==> src/rtl/sync_queue_two_bit_counter_if.sv <==
// Fetch-side bundle: FIFO handshake plus predictor lookup/update signals.
// The slave modport is the sync_queue_two_bit_counter block; master is the fetch/execute side.
interface sync_queue_two_bit_counter_if #(
    parameter int DATA_SIZE = 96,
    parameter int ADDR_SIZE = 32
);
    logic                 kill;
    logic                 wready;
    logic                 wready_next;
    logic                 wvalid;
    logic [DATA_SIZE-1:0] wdata;
    logic                 rready;
    logic                 rvalid;
    logic [DATA_SIZE-1:0] rdata;
    logic [ADDR_SIZE-1:0] pc;
    logic [ADDR_SIZE-1:0] next_pc;
    logic                 upd_valid;
    logic [ADDR_SIZE-1:0] upd_pc;
    logic                 upd_taken;
    logic [ADDR_SIZE-1:0] upd_target;

    modport master (
        output kill, wvalid, wdata, rready, pc, upd_valid, upd_pc, upd_taken, upd_target,
        input  wready, wready_next, rvalid, rdata, next_pc
    );

    modport slave (
        input  kill, wvalid, wdata, rready, pc, upd_valid, upd_pc, upd_taken, upd_target,
        output wready, wready_next, rvalid, rdata, next_pc
    );
endinterface

==> src/rtl/sync_queue_two_bit_counter.sv <==
// First-word-fall-through fetch FIFO with kill, plus a two-bit-counter next-PC predictor.
// Define SYNC_QUEUE_TBC_TAG_EN to add per-entry PC tags so aliasing PCs stop sharing predictions.
module sync_queue_two_bit_counter #(
    parameter int DATA_SIZE  = 96,
    parameter int QUEUE_SIZE = 16,
    parameter int ADDR_SIZE  = 32,
    parameter int TABLE_LOG2 = 6
) (
    input logic                     clk,
    input logic                     rst,
    sync_queue_two_bit_counter_if.slave bus
);
    localparam int PTR_W   = $clog2(QUEUE_SIZE);
    localparam int CNT_W   = PTR_W + 1;
    localparam int ENTRIES = 1 << TABLE_LOG2;
    localparam logic [CNT_W-1:0] FULL_CNT = CNT_W'(QUEUE_SIZE);

    logic [DATA_SIZE-1:0] mem [QUEUE_SIZE];
    logic [PTR_W-1:0]     head;
    logic [PTR_W-1:0]     tail;
    logic [CNT_W-1:0]     count;
    logic [CNT_W-1:0]     count_next;
    logic                 do_write;
    logic                 do_read;

    // Full-queue writes are dropped even when a read frees a slot in the same cycle.
    always_comb begin
        bus.wready      = (count < FULL_CNT);
        bus.rvalid      = (count != '0);
        do_write        = bus.wvalid && bus.wready;
        do_read         = bus.rready && bus.rvalid;
        count_next      = count + CNT_W'(do_write) - CNT_W'(do_read);
        bus.wready_next = bus.kill || (count_next < FULL_CNT);
        bus.rdata       = bus.rvalid ? mem[head] : '0;
    end

    always_ff @(posedge clk) begin
        if (rst || bus.kill) begin
            head  <= '0;
            tail  <= '0;
            count <= '0;
        end else begin
            if (do_write) tail <= tail + PTR_W'(1);
            if (do_read)  head <= head + PTR_W'(1);
            count <= count_next;
        end
    end

    always_ff @(posedge clk) begin
        if (!rst && !bus.kill && do_write) mem[tail] <= bus.wdata;
    end

    logic [1:0]           ctr    [ENTRIES];
    logic [ADDR_SIZE-1:0] target [ENTRIES];
    logic [ENTRIES-1:0]   v;
    logic [TABLE_LOG2-1:0] idx;
    logic [TABLE_LOG2-1:0] uidx;
    logic                 predict_taken;
    logic [1:0]           upd_base;
    logic [1:0]           upd_ctr;
    logic                 unused_pc_bits;

`ifdef SYNC_QUEUE_TBC_TAG_EN
    localparam int TAG_W = ADDR_SIZE - TABLE_LOG2 - 2;
    logic [TAG_W-1:0] tag [ENTRIES];
    logic [TAG_W-1:0] pc_tag;
    logic [TAG_W-1:0] upd_tag;
`endif

    always_comb begin
        idx  = bus.pc[TABLE_LOG2+1:2];
        uidx = bus.upd_pc[TABLE_LOG2+1:2];
`ifdef SYNC_QUEUE_TBC_TAG_EN
        pc_tag        = bus.pc[ADDR_SIZE-1:TABLE_LOG2+2];
        upd_tag       = bus.upd_pc[ADDR_SIZE-1:TABLE_LOG2+2];
        predict_taken = v[idx] && ctr[idx][1] && (tag[idx] == pc_tag);
        // A different branch claiming this slot restarts from weakly not-taken.
        upd_base      = (tag[uidx] == upd_tag) ? ctr[uidx] : 2'b01;
`else
        predict_taken = v[idx] && ctr[idx][1];
        upd_base      = ctr[uidx];
`endif
        if (bus.upd_taken) upd_ctr = (upd_base == 2'b11) ? 2'b11 : upd_base + 2'd1;
        else               upd_ctr = (upd_base == 2'b00) ? 2'b00 : upd_base - 2'd1;
        bus.next_pc    = predict_taken ? target[idx] : bus.pc + ADDR_SIZE'(4);
        unused_pc_bits = ^{bus.pc, bus.upd_pc};
    end

    always_ff @(posedge clk) begin
        if (rst) begin
            for (int i = 0; i < ENTRIES; i++) begin
                ctr[i]    <= 2'b01;
                target[i] <= '0;
`ifdef SYNC_QUEUE_TBC_TAG_EN
                tag[i]    <= '0;
`endif
            end
            v <= '0;
        end else if (bus.upd_valid) begin
            ctr[uidx] <= upd_ctr;
            if (bus.upd_taken) begin
                target[uidx] <= bus.upd_target;
                v[uidx]      <= 1'b1;
            end
`ifdef SYNC_QUEUE_TBC_TAG_EN
            tag[uidx] <= upd_tag;
`endif
        end
    end
endmodule

==> src/flat_wrapper.sv <==
// flat-port wrapper written by rule: the top's interface ports become plain ports
module sync_queue_two_bit_counter_flat 
#(
    parameter int DATA_SIZE  = 96,
    parameter int QUEUE_SIZE = 16,
    parameter int ADDR_SIZE  = 32,
    parameter int TABLE_LOG2 = 6
)
  (clk, rst, bus_kill, bus_wvalid, bus_wdata, bus_rready, bus_pc, bus_upd_valid, bus_upd_pc, bus_upd_taken, bus_upd_target, bus_wready, bus_wready_next, bus_rvalid, bus_rdata, bus_next_pc);
  sync_queue_two_bit_counter_if #(.DATA_SIZE(DATA_SIZE), .ADDR_SIZE(ADDR_SIZE)) bus_i ();
  input logic clk;
  input logic rst;
  input wire logic [$bits(bus_i.kill)-1:0] bus_kill;
  input wire logic [$bits(bus_i.wvalid)-1:0] bus_wvalid;
  input wire logic [$bits(bus_i.wdata)-1:0] bus_wdata;
  input wire logic [$bits(bus_i.rready)-1:0] bus_rready;
  input wire logic [$bits(bus_i.pc)-1:0] bus_pc;
  input wire logic [$bits(bus_i.upd_valid)-1:0] bus_upd_valid;
  input wire logic [$bits(bus_i.upd_pc)-1:0] bus_upd_pc;
  input wire logic [$bits(bus_i.upd_taken)-1:0] bus_upd_taken;
  input wire logic [$bits(bus_i.upd_target)-1:0] bus_upd_target;
  output wire logic [$bits(bus_i.wready)-1:0] bus_wready;
  output wire logic [$bits(bus_i.wready_next)-1:0] bus_wready_next;
  output wire logic [$bits(bus_i.rvalid)-1:0] bus_rvalid;
  output wire logic [$bits(bus_i.rdata)-1:0] bus_rdata;
  output wire logic [$bits(bus_i.next_pc)-1:0] bus_next_pc;
  assign bus_i.kill = bus_kill;
  assign bus_i.wvalid = bus_wvalid;
  assign bus_i.wdata = bus_wdata;
  assign bus_i.rready = bus_rready;
  assign bus_i.pc = bus_pc;
  assign bus_i.upd_valid = bus_upd_valid;
  assign bus_i.upd_pc = bus_upd_pc;
  assign bus_i.upd_taken = bus_upd_taken;
  assign bus_i.upd_target = bus_upd_target;
  assign bus_wready = bus_i.wready;
  assign bus_wready_next = bus_i.wready_next;
  assign bus_rvalid = bus_i.rvalid;
  assign bus_rdata = bus_i.rdata;
  assign bus_next_pc = bus_i.next_pc;
  sync_queue_two_bit_counter #(.DATA_SIZE(DATA_SIZE), .QUEUE_SIZE(QUEUE_SIZE), .ADDR_SIZE(ADDR_SIZE), .TABLE_LOG2(TABLE_LOG2)) u_core (.clk(clk), .rst(rst), .bus(bus_i));
endmodule
==> config.mk <==
export PLATFORM = sky130hd
export DESIGN_NAME = sync_queue_two_bit_counter_flat
export DESIGN_NICKNAME = d
export VERILOG_FILES = /design/src/rtl/sync_queue_two_bit_counter_if.sv /design/src/rtl/sync_queue_two_bit_counter.sv /design/src/flat_wrapper.sv
export SDC_FILE = /design/constraint.sdc
export NUM_CORES = 2
export LEC_CHECK = 0
export CORE_AREA = 2 2 530 585
export DETAILED_ROUTE_END_ITERATION = 12
export DIE_AREA = 0 0 532 587
export PLACE_DENSITY = 0.69
export SLEW_MARGIN = 20
export SYNTH_ARGS = -nofsm -noshare
export SYNTH_HDL_FRONTEND = slang
export SYNTH_SLANG_ARGS = --single-unit
==> constraint.sdc <==
create_clock -name clk -period 18.5 [get_ports clk]
set_input_delay 1.85 -clock clk [delete_from_list [all_inputs] [get_ports clk]]
set_output_delay 1.85 -clock clk [all_outputs]
set_load 0.02 [all_outputs]
# Word level (Yosys, flattened, before mapping)
# Memory sizes are Yosys's and may differ from the RTL's. A register that Yosys moved wholly into a read port is not among the register bits.
# Index checks and enable logic that the tools add are counted.
totals:
  wordCells: 64
  ramBits: 3712
  memories: 3
  output_inout_bits: 131
  latch_bits: 0
  in_bits: 199
  ff_bits: 77
  romBits: 0
memory_table:
  columns: ["memory", "words", "word_bits", "read_ports", "rd_ports_with_merged_regs", "wr", "line_no", "source"]
  rows:
  - ["u_core.target", 64, 32, 1, 0, 64, "sync_queue_two_bit_counter.sv:54", "logic [ADDR_SIZE-1:0] target [ENTRIES];"]
  - ["u_core.mem", 16, 96, 1, 1, 1, "sync_queue_two_bit_counter.sv:18", "logic [DATA_SIZE-1:0] mem [QUEUE_SIZE];"]
  - ["u_core.ctr", 64, 2, 2, 0, 64, "sync_queue_two_bit_counter.sv:53", "logic [1:0] ctr [ENTRIES];"]
op_classes:
  shift: 0
  n_reduce_logical: 15
  mux: 28
  n_bitwise: 1
  n_addsub: 7
  mul: 0
  eq_ne: 1
  order_cmp: 5
  div_mod_pow: 0
op_table:
  columns: ["operator", "n"]
  rows:
  - ["2-to-1 mux 96 bit", 1]
  - ["2-to-1 mux 32 bit", 2]
  - ["OR 64 bit", 1]
  - ["adder 32 x 3 -> 32 bit, second input constant", 1]
  - ["OR reduction 32 bit", 1]
  - ["2-to-1 mux 1 bit", 15]
  - ["less-than comparator 6 x 7 -> 1 bit, second input constant", 2]
  - ["2-to-1 mux 6 bit", 2]
  - ["less-than comparator 5 bit, second input constant", 2]
  - ["adder 4 x 1 -> 4 bit, second input constant", 2]
  - ["2-to-1 mux 2 bit", 4]
  - ["2-to-1 mux 4 bit", 2]
  - ["binary-select mux 1 bit (select 6 bit)", 1]
  - ["demux 1 bit (select 6 bit)", 1]
  - [">= comparator 6 x 1 -> 1 bit, second input constant", 1]
  - ["logical AND 1 bit", 6]
  - ["adder 5 x 1 -> 5 bit", 1]
  - ["nonzero test 5 bit", 1]
  - ["subtractor 5 x 1 -> 5 bit", 1]
  - ["adder 2 x 1 -> 2 bit, second input constant", 1]
  - ["equality test 2 bit, second input constant", 1]
  - ["zero test 1 bit", 2]
  - ["zero test 2 bit", 1]
  - ["logical OR 1 bit", 2]
  - ["3 further kinds", 3]

# Longest topological paths before layout
depth:
  depth_word: 6
  ltp_mapped: 16
  depth_no_buf: 15

# Worst setup path after synthesis
# No wires, ideal clock.
synth_path:
  kind: "input -> register"
  from: "input port rst"
  to: "memory u_core.mem[1][0] (enable)"
  stages: 6
  arrival_time_ns: 9.308
  n_path_buf: 2
  setup_slack_ns: 8.523
  required_ns: 17.832
  cell_sequence: "clkbuf_1 or2_2 clkbuf_1 nor2b_1 nand2_1 nor3_1"
synth_between:
  elab_chain_len: 5
synth_lines:
  columns: ["element", "line_no", "source"]
  rows:
  - ["start: declaration", "flat_wrapper.sv:12", "input logic rst;"]
  - ["zero test 1 bit", "sync_queue_two_bit_counter.sv:50", "if (!rst && !bus.kill && do_write) mem[tail] <= bus.wdata;"]
  - ["logical AND 1 bit (2 in series)", "sync_queue_two_bit_counter.sv:50", null]
  - ["2-to-1 mux 1 bit", "sync_queue_two_bit_counter.sv:50", null]
  - ["2-to-1 mux 1 bit (implied by the code)", "sync_queue_two_bit_counter.sv:50", null]
  - ["end: declaration", "sync_queue_two_bit_counter.sv:18", null]
# Every way passes these cells.

# Final worst setup path
layout_path:
  from: "input port bus_pc[3]"
  to: "output port bus_next_pc[25]"
layout_between:
  elab_chain_len: 4
  word_cells_on_any_way: 7
layout_lines:
  columns: ["element", "line_no", "source"]
  rows:
  - ["start: declaration", "flat_wrapper.sv:17", "input wire logic [$bits(bus_i.pc)-1:0] bus_pc;"]
  - ["branches (longest 3 deep; another with adder 32 x 3 -> 32 bit)", null, null]
  - ["2-to-1 mux 32 bit *", "sync_queue_two_bit_counter.sv:85", "bus.next_pc = predict_taken ? target[idx] : bus.pc + ADDR_SIZE'(4);"]
  - ["end: declaration", "flat_wrapper.sv:26", "output wire logic [$bits(bus_i.next_pc)-1:0] bus_next_pc;"]
# Mark *: on every way between the ends. The select of a mux whose other input is x is not followed.

==> results.ini <==
[cts]
cts_max_path_buffers=4
clk_pin_slew_ns=0.06
cts_hold_buf=0
cts-root-buf=clkbuf_16
numCtsBuffers=381
htree_levels=5
cts-resized-gates=0
cts_setup_buffers=0
clock_latency_ns=0.97
clock-sinks=3793
cts_tree=done

[synthesis]
post_synth.cell_area_avg_um2=18.3
yosysMostFrequentCell=edfxtp_1
yosysSeqAreaShare=0.699
async_reset_ff_frac=0
yosysWarnings=0
synth_fp_nets=9073
synth_top_area_frac=0.689
syn_area_mm2=0.162
synth-edff-count=3712
synthCells=8861
synth_cell_types=64
synth_common_cells=edfxtp_1 (3712), and2_1 (2155), mux4_2 (1121)
yosys.area.top_type=edfxtp_1
ys_top_cells_by_area=edfxtp_1 (69%), mux4_2 (16%), and2_1 (8.3%)
synth_ff_type=edfxtp_1
synth_seq_cells=3793

[place]
routabilityCongestion=0.855
port_buffers=303
dpl.hpwl_mm=222
place_ws_ns=9.07

[layout]
multiInputGateArea_mm2=0.0456
fillers=22300
fin_util=0.590
area_growth_pct=12.1
layout-drive-gt1-share=0.236
register_area_mm2=0.113
fin_nets=9175

[global_route]
grt-ovfl-total=0
grt_max_degree=111
track_usage=0.272
antenna_found_initial=55
grt_pass1_vias=87300
grt_first_pass_wirelength_mm=610

[power_and_ir_drop]
switching_power_mw=4.67
p_per_area_mw_per_mm2=109
seqPwrFrac=0.495
switching_share=0.236
power.leakage_nw=59.1
p_clk_frac=0.393
vdd_drop_max_v=0.000114
p_comb_frac=0.113
p_int_mw=15.1

[routing]
first_pass_iters=6
drt-total-wl_mm=427
route.detailed.drc=0
drtIter0Drc=9690
vias=83700
wl_per_cell_um=31.8
ant_nets=0
via_per_inst=6.24

[setup_path]
critPathCaptureType=output port
cp_data_arrival_time_ns=7.67
crit_fanout=76
cp-start-kind=input port
crit_type=in2out
critPathRequiredTime_ns=16.65

[floorplanning]
ios=330
die_area_mm2=0.312
die_x_um=532
start_util=0.527
coreArea_mm2=0.307
die_height_um=587
rows=214

[sta]
fmax_mhz=105
setup_viol=0
worstMarginPinSlew_ns=1.35
period_minus_slack_ns=9.52
finalCritPeriodShare=0.515
rsz0062_at_grt=no
maxSlewHeadroom=0.0964
setup_ws_ns=8.98
hold_violations=0
skew_ns=0.0637
drv_slew=0
setup_tns_ns=0

[min_path]
min_path_type=reg2reg

[outcome]
status=completed

[run]
cap_violations=0

-- final timing paths --
| kind | startpoint | end | slack (ns) | cells past startpoint |
|---|---|---|---|---|
| worst max-delay path | bus_pc[3] | bus_next_pc[25] | 8.98 | 10 |
| worst min-delay path | u_core.v[48] | u_core.v[48] | 0.45 | 1 |
| worst max register to register | u_core.count[4] | u_core.mem[3][81] | 14.74 | 6 |
| worst min register to register | u_core.v[48] | u_core.v[48] | 0.45 | 1 |
-- layer usage --
metal	global-route usage	up-vias	wire length, um
met4	0.106	50	18300
li1	-	34500	-
met1	0.336	44300	152000
met3	0.0652	834	39200
met5	0	-	337
met2	0.465	3962	217000
-- registers in the layout, indices dropped and copies added (netlist names), named ones only --
| register | flops |
|---|---|
| u_core.target | 2048 |
| u_core.mem | 1536 |
| u_core.ctr | 128 |
| u_core.v | 64 |
| u_core.count | 5 |
| u_core.head | 4 |
| u_core.tail | 4 |
-- cells in the final DEF, fill, tap and decap left out, types with 37 or more instances in the layout --
cell type and count:
a21o_1 66, a22o_1 37, and2_1 2154, buf_4 238, bufinv_16 43, clkbuf_1 75
clkbuf_16 386, clkdlybuf4s50_1 263, clkinv_1 74, clkinv_2 79, dfxtp_1 77, edfxtp_1 3712
mux2i_1 60, mux4_2 1121, nand2_1 79, nand3_1 73, nor2_1 63, nor3_2 93
o21ai_0 85, or2_2 51
-- power by group through the flow --
stage          Combinational [mW]  Sequential (mW)  Clock [mW]
3_5_place_dp                 2.23             9.96           0
4_1_cts                      2.25             9.77        7.85
3_3_place_gp                 2.22             9.93           0
6_report                     2.23             9.77        7.76
5_1_grt                      2.34             9.79        8.17
2_1_floorplan                1.33             9.91           0
-- stage by stage --
stage	instance area (um^2)	instances	total power, mW	hold slack (ns)
CTS	181000	13400	19.9	0.453
finish	181000	13400	19.8	0.454
detailed placement	169000	12700	12.2	0.439
floorplan	162000	8861	11.2	0.426
global placement	169000	12700	12.2	0.435
global route	181000	13400	20.3	0.467
-- area by class of cell --
class	count	area share
Clock inverter	229	0.0134
Multi-Input combinational cell	4226	0.252
Antenna cell	21	0.000290
Tap cell	4104	0.0283
Clock buffer	468	0.0554
Sequential cell	3793	0.624
Inverter	16	0.000352
Timing Repair Buffer	545	0.0269
-- worst max-delay path, cell delays in order --
cell	delay (ns)
buf_8	0.50
buf_4	0.63
buf_4	0.71
buf_4	0.80
mux4_2	0.42
mux4_2	0.60
a22o_1	0.38
a221oi_1	0.76
mux2i_1	0.19
clkdlybuf4s50_1	0.59
-- cell families after synthesis --
family | after synthesis | share of synthesized area
buffers and inverters | 842 | 0.0224
DFF | 3793 | 0.699
muxes | 1193 | 0.161
adders and majority gates | 15 | 0.00118
and+or+nand+nor | 2670 | 0.101
xor gates and xnor gates | 36 | 0.00195
AOI/OAI and AO/OA | 312 | 0.0144
(Power assumes the default switching activity.)
